$ cat config.mk
export PLATFORM = sky130hd
export DESIGN_NAME = conv33_input_window
export DESIGN_NICKNAME = d
export VERILOG_FILES = /design/src/rtl/conv33_pkg.sv /design/src/rtl/conv33_line_buffer.sv /design/src/rtl/conv33_input_window.sv
export SDC_FILE = /design/constraint.sdc
export NUM_CORES = 1
export LEC_CHECK = 0
export ABC_AREA = 1
export CAP_MARGIN = 15
export CELL_PAD_IN_SITES_DETAIL_PLACEMENT = 1
export CELL_PAD_IN_SITES_GLOBAL_PLACEMENT = 2
export CORE_ASPECT_RATIO = 0.9
export CORE_UTILIZATION = 38
export CTS_BUF_LIST = sky130_fd_sc_hd__clkbuf_2 sky130_fd_sc_hd__clkbuf_4 sky130_fd_sc_hd__clkbuf_8
export DETAILED_ROUTE_END_ITERATION = 6
export PLACE_DENSITY_LB_ADDON = 0.3
export SLEW_MARGIN = 20
export SYNTH_ARGS = -nofsm -noshare
export SYNTH_HDL_FRONTEND = slang
export SYNTH_HIERARCHICAL = 1
export SYNTH_SLANG_ARGS = --single-unit
$ cat constraint.sdc
create_clock -name clk -period 2.9 [get_ports clk]
set_clock_uncertainty 0.05 [all_clocks]
set_input_delay 0.435 -clock clk [delete_from_list [all_inputs] [get_ports clk]]
set_output_delay 0.435 -clock clk [all_outputs]
set_load 0.005 [all_outputs]
$ cat src/rtl/conv33_pkg.sv
// conv33_pkg: constants and helpers shared by the conv33 datapath blocks.
//   KSIZE              - kernel edge length (3)
//   DEFAULT_DATA_WIDTH - default pixel width
//   win_idx()          - bit offset of window element (r,c) in a flattened window
//   cnt_width()        - counter width needed to count 0..n-1
package conv33_pkg;

  localparam int unsigned KSIZE              = 3;
  localparam int unsigned DEFAULT_DATA_WIDTH = 8;

  function automatic int unsigned win_idx(input int unsigned r,
                                          input int unsigned c,
                                          input int unsigned dw);
    return (KSIZE * r + c) * dw;
  endfunction

  function automatic int unsigned cnt_width(input int unsigned n);
    return (n <= 1) ? 1 : $clog2(n);
  endfunction

endpackage

$ cat src/rtl/conv33_line_buffer.sv
// conv33_line_buffer: single-port line memory, asynchronous read, synchronous write.
// Ports:
//   clk   - clock
//   we    - write enable (write lands on the rising edge)
//   addr  - shared read/write address
//   wdata - write data
//   rdata - data currently stored at addr; during a write cycle this is the
//           old contents, so a same-address access is read-before-write.
module conv33_line_buffer
  import conv33_pkg::*;
#(
  parameter int unsigned DEPTH = 28,
  parameter int unsigned WIDTH = 8,
  parameter int unsigned AW    = cnt_width(DEPTH)
) (
  input  logic             clk,
  input  logic             we,
  input  logic [AW-1:0]    addr,
  input  logic [WIDTH-1:0] wdata,
  output logic [WIDTH-1:0] rdata
);

  logic [WIDTH-1:0] mem [DEPTH];

  // Contents are intentionally never cleared.
  always_ff @(posedge clk) begin
    if (we) mem[addr] <= wdata;
  end

  assign rdata = mem[addr];

endmodule

$ cat src/rtl/conv33_input_window.sv
// conv33_input_window: turns a raster-order pixel stream into 3x3 windows for
// every unpadded output position, using two line buffers (rows r-2 and r-1).
// Ports:
//   clk, rst    - clock, synchronous active-high reset
//   in_valid    - pixel accept strobe (no backpressure)
//   in_data     - pixel, raster order
//   out_valid   - out_window holds a fresh window this cycle
//   out_window  - element (r,c) at [DATA_WIDTH*(3r+c) +: DATA_WIDTH], r=0 top, c=0 left
//   frame_done  - one-cycle pulse with the last window of a frame; only active
//                 when CONV33_INPUT_FRAME_DONE_EN is defined, otherwise tied 0.
module conv33_input_window
  import conv33_pkg::*;
#(
  parameter int unsigned DATA_WIDTH = DEFAULT_DATA_WIDTH,
  parameter int unsigned IMG_W      = 28,
  parameter int unsigned IMG_H      = 28
) (
  input  logic                        clk,
  input  logic                        rst,
  input  logic                        in_valid,
  input  logic [DATA_WIDTH-1:0]       in_data,
  output logic                        out_valid,
  output logic [9*DATA_WIDTH-1:0]     out_window,
  output logic                        frame_done
);

  localparam int unsigned CW = cnt_width(IMG_W);
  localparam int unsigned RW = cnt_width(IMG_H);

  logic [CW-1:0]         col;
  logic [RW-1:0]         row;
  logic                  accept;
  logic                  col_last;
  logic                  row_last;
  logic [DATA_WIDTH-1:0] t;
  logic [DATA_WIDTH-1:0] m;
  logic [DATA_WIDTH-1:0] win [KSIZE][KSIZE];

  // A pixel presented while reset is asserted is dropped entirely.
  assign accept   = in_valid && !rst;
  assign col_last = (col == CW'(IMG_W - 1));
  assign row_last = (row == RW'(IMG_H - 1));

  conv33_line_buffer #(.DEPTH(IMG_W), .WIDTH(DATA_WIDTH), .AW(CW)) lb_top (
    .clk   (clk),
    .we    (accept),
    .addr  (col),
    .wdata (m),
    .rdata (t)
  );

  conv33_line_buffer #(.DEPTH(IMG_W), .WIDTH(DATA_WIDTH), .AW(CW)) lb_mid (
    .clk   (clk),
    .we    (accept),
    .addr  (col),
    .wdata (in_data),
    .rdata (m)
  );

  always_ff @(posedge clk) begin
    if (rst) begin
      col       <= '0;
      row       <= '0;
      out_valid <= 1'b0;
      for (int unsigned r = 0; r < KSIZE; r++)
        for (int unsigned c = 0; c < KSIZE; c++)
          win[r][c] <= '0;
    end else begin
      out_valid <= 1'b0;
      if (in_valid) begin
        for (int unsigned r = 0; r < KSIZE; r++) begin
          win[r][0] <= win[r][1];
          win[r][1] <= win[r][2];
        end
        win[0][2] <= t;
        win[1][2] <= m;
        win[2][2] <= in_data;

        // Stale line-buffer rows and columns carried over a row boundary
        // are both hidden by this gate.
        out_valid <= (row >= RW'(2)) && (col >= CW'(2));

        if (col_last) begin
          col <= '0;
          row <= row_last ? '0 : row + RW'(1);
        end else begin
          col <= col + CW'(1);
        end
      end
    end
  end

  always_comb begin
    out_window = '0;
    for (int unsigned r = 0; r < KSIZE; r++)
      for (int unsigned c = 0; c < KSIZE; c++)
        out_window[win_idx(r, c, DATA_WIDTH) +: DATA_WIDTH] = win[r][c];
  end

`ifdef CONV33_INPUT_FRAME_DONE_EN
  logic frame_done_q;

  always_ff @(posedge clk) begin
    if (rst) frame_done_q <= 1'b0;
    else     frame_done_q <= in_valid && row_last && col_last;
  end

  assign frame_done = frame_done_q;
`else
  assign frame_done = 1'b0;
`endif

endmodule

# ---- After elaboration in Yosys (flattened, before gate mapping)
# Memories as Yosys holds them, arrays and structs flattened. A register that Yosys moved wholly into a read port is not among the register bits.
# Cells that the tools add are included.
# Widths: inputs -> output; s select.
dict set report totals {
  regBits 11
  output_inout_bits 74
  n_memories 3
  ram_bits 520
  inputBits 11
  wordCells 49
}
# memory words width rd rd_ports_with_merged_regs wr line_no
set mem_list {}
lappend mem_list {lb_mid.mem 28 8 1 1 1 conv33_line_buffer.sv:23} ;# logic [WIDTH-1:0] mem [DEPTH];
lappend mem_list {lb_top.mem 28 8 1 1 1 conv33_line_buffer.sv:23}
lappend mem_list {win 3 24 3 0 3 conv33_input_window.sv:37} ;# logic [DATA_WIDTH-1:0] win [KSIZE][KSIZE];
dict set report op_classes {
  n_lt_le_gt_ge 2
  eq_ne 2
  muxes 22
  n_bitwise 10
  add_sub_neg 2
  n_reduce_logical 5
}
# op count
set op_table {}
lappend op_table {{$mux 8} 9}
lappend op_table {{$mux 5} 6}
lappend op_table {{$add 5x1->5 const B} 2}
lappend op_table {{$eq 5x5->1 const B} 2}
lappend op_table {{$ge 5x2->1 const B} 2}
lappend op_table {{$or 1x1->1} 9}
lappend op_table {{$mux 1} 7}
lappend op_table {{$logic_and 1x1->1} 2}
lappend op_table {{$reduce_and 2->1} 1}
lappend op_table {{$reduce_or 2->1} 1}
lappend op_table {{$logic_not 1->1} 1}
lappend op_table {{$not 1->1} 1}

# ---- Logic depth before layout (Yosys ltp)
dict set report depth {
  depth_word 4
  mapped_depth 14
}

# ---- By module
# Netlist, hierarchy kept.
# module cells_per_inst n_inst seq_area_each_um2 area_per_inst_um2
set by_module_without_submodules {}
lappend by_module_without_submodules {conv33_line_buffer 909 2 6726.5 9414.0}
lappend by_module_without_submodules {conv33_input_window 320 1 2382.3 3429.5}

# ---- Least setup slack after synthesis
# OpenSTA, ideal clock, no wires.
dict set report synth_path {
  path_kind {in2reg}
  startpoint {input rst}
  endpoint {memory win[0][0] in the netlist's numbering (enable)}
  t_arrival_ns 1.777
  path_stages 2
  setup_slack_ns 0.324
  required_ns 2.101
  path_cell_list {inv_1 nand2_1}
}
# element line_no
set synth_rtl {}
lappend synth_rtl {{start, declared} conv33_input_window.sv:19} ;# input logic rst,
lappend synth_rtl {{end, declared} conv33_input_window.sv:37}

==> results.py <==
metrics = {
    "synth": {
        "yosysSeqAreaShare": 0.711,
        "async_flop_share": 0,
        "synth_top_flop_cell": "edfxtp_1",
        "syn-cell-area_sq_mm": 0.0223,
        "synth_top_area_frac": 0.702,
        "yosys-top-cells-area": "edfxtp_1 70%, nand2_1 19%, nor2_1 3.3%",
        "synthCells": 2138,
        "synth_nets": 2153,
        "synth-seq-cells": 531,
        "yosysWarnings": 6,
        "synth-edff-count": 520,
        "ys_types": 25,
        "synthTopCellsByCount": "1,143 x nand2_1, 520 x edfxtp_1, 198 x nor2_1",
        "synth.most_common_cell": "nand2_1",
        "yosysTopAreaCell": "edfxtp_1",
        "syn-mean-instance-area_sq_um": 10.4,
    },
    "place": {
        "gp_congestion": 0.820,
        "io_buffer_count": 83,
        "pre_cts_slack_ns": 0.197,
        "hpwl_mm": 36.9,
    },
    "detailed_routing": {
        "drt_wl_total_mm": 58.2,
        "vias_per_cell": 4.69,
        "dr.pass1.iters": 4,
        "drc": 0,
        "wl_per_cell_microns": 18.4,
        "drt_first_iter_violations": 815,
        "vias": 14900,
        "ant_nets": 0,
    },
    "global_routing": {
        "grtUsageTotal": 0.199,
        "grt_pass1_vias": 15700,
        "antenna_found_initial": 1,
        "grt_remaining_overflow": 0,
        "grt_pass1_wl_mm": 90.8,
        "grt_max_degree": 109,
    },
    "timing": {
        "fmax_mhz": 403,
        "finalSetupTns_ns": 0,
        "setup_slack_ns": 0.420,
        "hold_violations": 0,
        "setup_viol": 0,
        "drv_slew": 0,
        "tightest_slew_ns": 0.715,
        "period_share": 0.855,
        "slew_headroom": 0.523,
        "rsz0062_at_grt": "no",
        "fin_crit_ns": 2.48,
    },
    "layout": {
        "num_antenna_cells": 0,
        "fin_nets": 2348,
        "drive_gt1_frac": 0.112,
        "syn_to_final_growth_pct": 18.2,
    },
    "worst_setup_path": {
        "crit_top_cell": "nand2_1",
        "r2r_cells": 9,
        "critPathMaxFanout": 13,
        "max_stage_delay_ns": 0.78,
        "cp.arrival_ns": 2.97,
        "required_ns": 3.39,
        "worst_setup_path_start_kind": "flop",
        "worstPathCellList": "inv_1 > nor3_2 > buf_4 > nand2_1 > nand2_1 > nor2_1 > nand2_1 > inv_1 > nor2_1",
        "crit_type": "flop to flop",
        "crit_path_top_delay_cell": "dfxtp_1",
        "crit_path_end_kind": "flop",
    },
    "worst_hold_path": {
        "min_path_cells": 2,
        "hp-class": "primary input to flop",
    },
    "clock_network": {
        "cts_made_buffers": 88,
        "clk_latency_ns": 0.68,
        "cts_max_level": 3,
        "cts_num_sinks": 531,
        "cts_hold_buf": 0,
        "cts-root-buf": "clkbuf_8",
        "clk_pin_slew_worst_paths_ns": 0.06,
        "cts_buffer_depth": 3,
        "postCtsSetupBuffers": 0,
        "cts_tree": "built",
        "cts_resized": 0,
    },
    "run_status": {
        "status": "finished clean",
    },
    "floorplan": {
        "start_util": 0.388,
        "dieArea_sq_mm": 0.0595,
        "rows": 83,
        "chipHeight_microns": 232,
        "die_w_microns": 257,
        "boundaryPins": 85,
        "core_sq_mm": 0.0574,
    },
    "power_and_ir_drop": {
        "vdd_drop_max_v": 0.000427,
        "p_leak_nw": 10.8,
        "power.density_mw_per_mm2": 639,
    },
    "run": {
        "drv_cap": 0,
    },
}
## registers in the layout, indices dropped and copies added (netlist names)
signal / count
col: 5
lb_top/mem: 224
win: 72
out_valid: 1
row: 5
lb_mid/mem: 224
## worst max-delay path, delay by kind of cell, from the launching register on
family / cells / cell delay (ns)
DFF: 1 / 0.78
buffers and inverters: 3 / 0.58
and+or+nand+nor: 6 / 0.94
## layout make-up
class	count	area (sq um)
clock inverters	56	418
clock buffers	106	1350
inverters	114	430
well taps	765	957
multi-input cells	1411	5500
flip-flops and latches	531	15800
repair buffers	187	1820
fillers	6321	31100
## power by group
group          switching, W  leakage, nW  internal [W]
Combinational       0.00102         4.96      0.000457
Sequential        0.0000539         4.93       0.00863
Clock               0.00304        0.906       0.00362
Total               0.00412         10.8        0.0127
## layer usage
metal / vias up / wire length [microns] / global-route usage
met2: 239 / 28400 / 0.338
li1: 7281 / - / -
met5: - / 0 / 0
met4: 0 / 1140 / 0.0558
met3: 81 / 1920 / 0.0323
met1: 7261 / 26700 / 0.264
## path summary, 6_finish.rpt
kind / startpoint / to / slack (ns)
max: col[2] / win[0][31] / 0.42
min: rst / row[1] / 0.41
max reg2reg: col[2] / win[0][31] / 0.42
min reg2reg: row[4] / row[4] / 0.44
## through the flow
stage / hold slack, ns / instances / cell area (sq um) / utilization / power, W
2_1_floorplan: 0.402 / 2138 / 22300 / - / 0.00959
3_3_place_gp: 0.422 / 3008 / 24600 / 0.428 / 0.0103
3_5_place_dp: 0.428 / 3008 / 24600 / 0.428 / 0.0104
4_1_cts: 0.345 / 3170 / 26300 / 0.458 / 0.0171
5_1_grt: 0.381 / 3170 / 26300 / 0.458 / 0.0175
6_report: 0.406 / 3170 / 26300 / 0.458 / 0.0168
## cells by family after synthesis
family,share of synthesized area
buf+inv,0.0418
xor+xnor,0.000394
other cells,0.000168
compound gates,0.00141
fa+ha+maj,0.00225
simple gates,0.243
flops,0.711
## cell usage in the layout, fill, tap and decap left out, drive strengths merged, types with 6 or more instances in the layout
cell | Yosys | routed
buf | 64 | 104
bufinv | 0 | 6
clkbuf | 18 | 106
clkdlybuf4s50 | 0 | 83
clkinv | 2 | 44
clkinvlp | 0 | 6
dfxtp | 11 | 11
edfxtp | 520 | 520
inv | 112 | 114
nand2 | 1143 | 1143
nand3 | 26 | 26
nor2 | 210 | 210
nor3 | 16 | 16
Note: power is estimated with default switching activity, not from simulation.
==> variant: new RTL, config.mk and constraints unchanged <==
Change the package constant `KSIZE` from 3 to 6. Comments in the files are not updated.
--- a/src/rtl/conv33_pkg.sv
+++ b/src/rtl/conv33_pkg.sv
@@ -5,7 +5,7 @@
 //   cnt_width()        - counter width needed to count 0..n-1
 package conv33_pkg;
 
-  localparam int unsigned KSIZE              = 3;
+  localparam int unsigned KSIZE              = 6;
   localparam int unsigned DEFAULT_DATA_WIDTH = 8;
 
   function automatic int unsigned win_idx(input int unsigned r,
Formal check against the unedited RTL: not equivalent (a bounded check fails within 4 cycles, from zero or initial values and one cycle with rst high).
==> variant against the original RTL <==
Setup slack got worse by 87 ps. Via count decreased by 2.7%. Sequential cell count decreased by 24. Synthesized area decreased by 3.0%. Design area decreased by 4.1%. Routed wire length decreased by 2.5%. Synthesized cell count decreased by 2.5%. Global-route usage increased by 0.19 points. Total power decreased by 3.8%. Critical path type unchanged. Critical endpoint is now win[0][24]$_SDFFCE_PN0P_. Largest cell class unchanged.
==> variant: results (changes against the original RTL) <==
outcome=finished clean; number of antenna repair diodes=2 (+2); cell types occupying the most area after synthesis=sky130_fd_sc_hd__edfxtp_1 (69%), sky130_fd_sc_hd__nand2_1 (20%), sky130_fd_sc_hd__nor2_1 (3.0%); fraction of area in multi-input gates=0.220 (+0.0113); Data buffer area share=0.0603 (-0.00903); top cells by instance count after synthesis=sky130_fd_sc_hd__nand2_1 (1136), sky130_fd_sc_hd__edfxtp_1 (496), sky130_fd_sc_hd__nor2_1 (173); share of cells above drive strength 1=0.120 (+0.00820); final cell area excluding filler cells=25200 um2 (-4.1%); initial antenna violation count=2 (+1); gpl congestion=0.792 (-3.4%); met2 track utilization from global routing=0.315 (-0.0235); post-detail-place hpwl=35900 um (-2.6%); number of global-route vias before repair=15240 (-3.0%); combined global-route utilization of all metal layers=0.201 (+0.00189); internal power of the cells=12200 uW (-3.8%); endpoint of the worst-slack reg-to-reg timing path=win[0][24]$_SDFFCE_PN0P_; Synth Register Bits=507 (-4.5%); Clock Network Area Fraction=0.0691 (+0.00203); non-clock inverter count in the final layout=90 (-21%); registers with the most flip-flops=lb_mid/mem: 224 flops, lb_top/mem: 224 flops, win: 48 flops; number of iterations in the first detailed-routing pass=5 (+1); total placed instance area=23500 um2 (-4.3%); share of total power consumed by net switching=0.245 (about the same); CLK BUF=114 (+7.5%); number of inserted filler cells in the final layout=6305 (-0.25%); share of total power in the clock network=0.401 (+0.005); number of nets in the final layout=2270 (-3.3%)
==> variant: worst max-delay path by stage <==
stage | slack (ps) | cells after the start | from | end
floorplan | 790 | 3 | in_valid | win[0][0]$_SDFFCE_PN0P_
detailed placement | 270 | 5 | in_valid | lb_top/mem[0][3]$_DFFE_PP_
CTS | 340 | 10 | col[2]$_SDFFE_PP0P_ | win[0][24]$_SDFFCE_PN0P_
global placement | 350 | 6 | in_valid | lb_mid/mem[1][4]$_DFFE_PP_
finish | 330 | 10 | col[2]$_SDFFE_PP0P_ | win[0][24]$_SDFFCE_PN0P_
global route | 160 | 5 | col[1]$_SDFFE_PP0P_ | lb_top/mem[21][0]$_DFFE_PP_
==> variant: layer usage <==
| layer | wire [um] | up-vias |
|---|---|---|
| li1 | - | 7015 |
| met1 | 26800 | 7105 |
| met2 | 26100 | 242 |
| met3 | 2580 | 99 |
| met4 | 1350 | 0 |
| met5 | 0 | - |
==> variant: logic make-up (layout without fill, tap and decap cells) <==
family / count (synthesis) / in the layout / share of synthesized area
buf+inv: 195 / 410 / 0.0467
other cells: 1 / 27 / 0.000174
xor+xnor: 1 / 1 / 0.000406
flops: 507 / 507 / 0.700
fa+ha+maj: 4 / 4 / 0.00232
simple gates: 1372 / 1372 / 0.249
compound gates: 5 / 5 / 0.00162
==> variant: worst register-to-register path, cell delays in order, from the launching register on <==
cell and delay [ps]:
sky130_fd_sc_hd__dfxtp_1 760, sky130_fd_sc_hd__inv_1 270, sky130_fd_sc_hd__nor3_2 210, sky130_fd_sc_hd__buf_4 190, sky130_fd_sc_hd__nand2_1 60, sky130_fd_sc_hd__nand2_1 60
sky130_fd_sc_hd__nor2_1 60, sky130_fd_sc_hd__nand2_1 60, sky130_fd_sc_hd__buf_4 410, sky130_fd_sc_hd__inv_1 170, sky130_fd_sc_hd__nor2_4 120
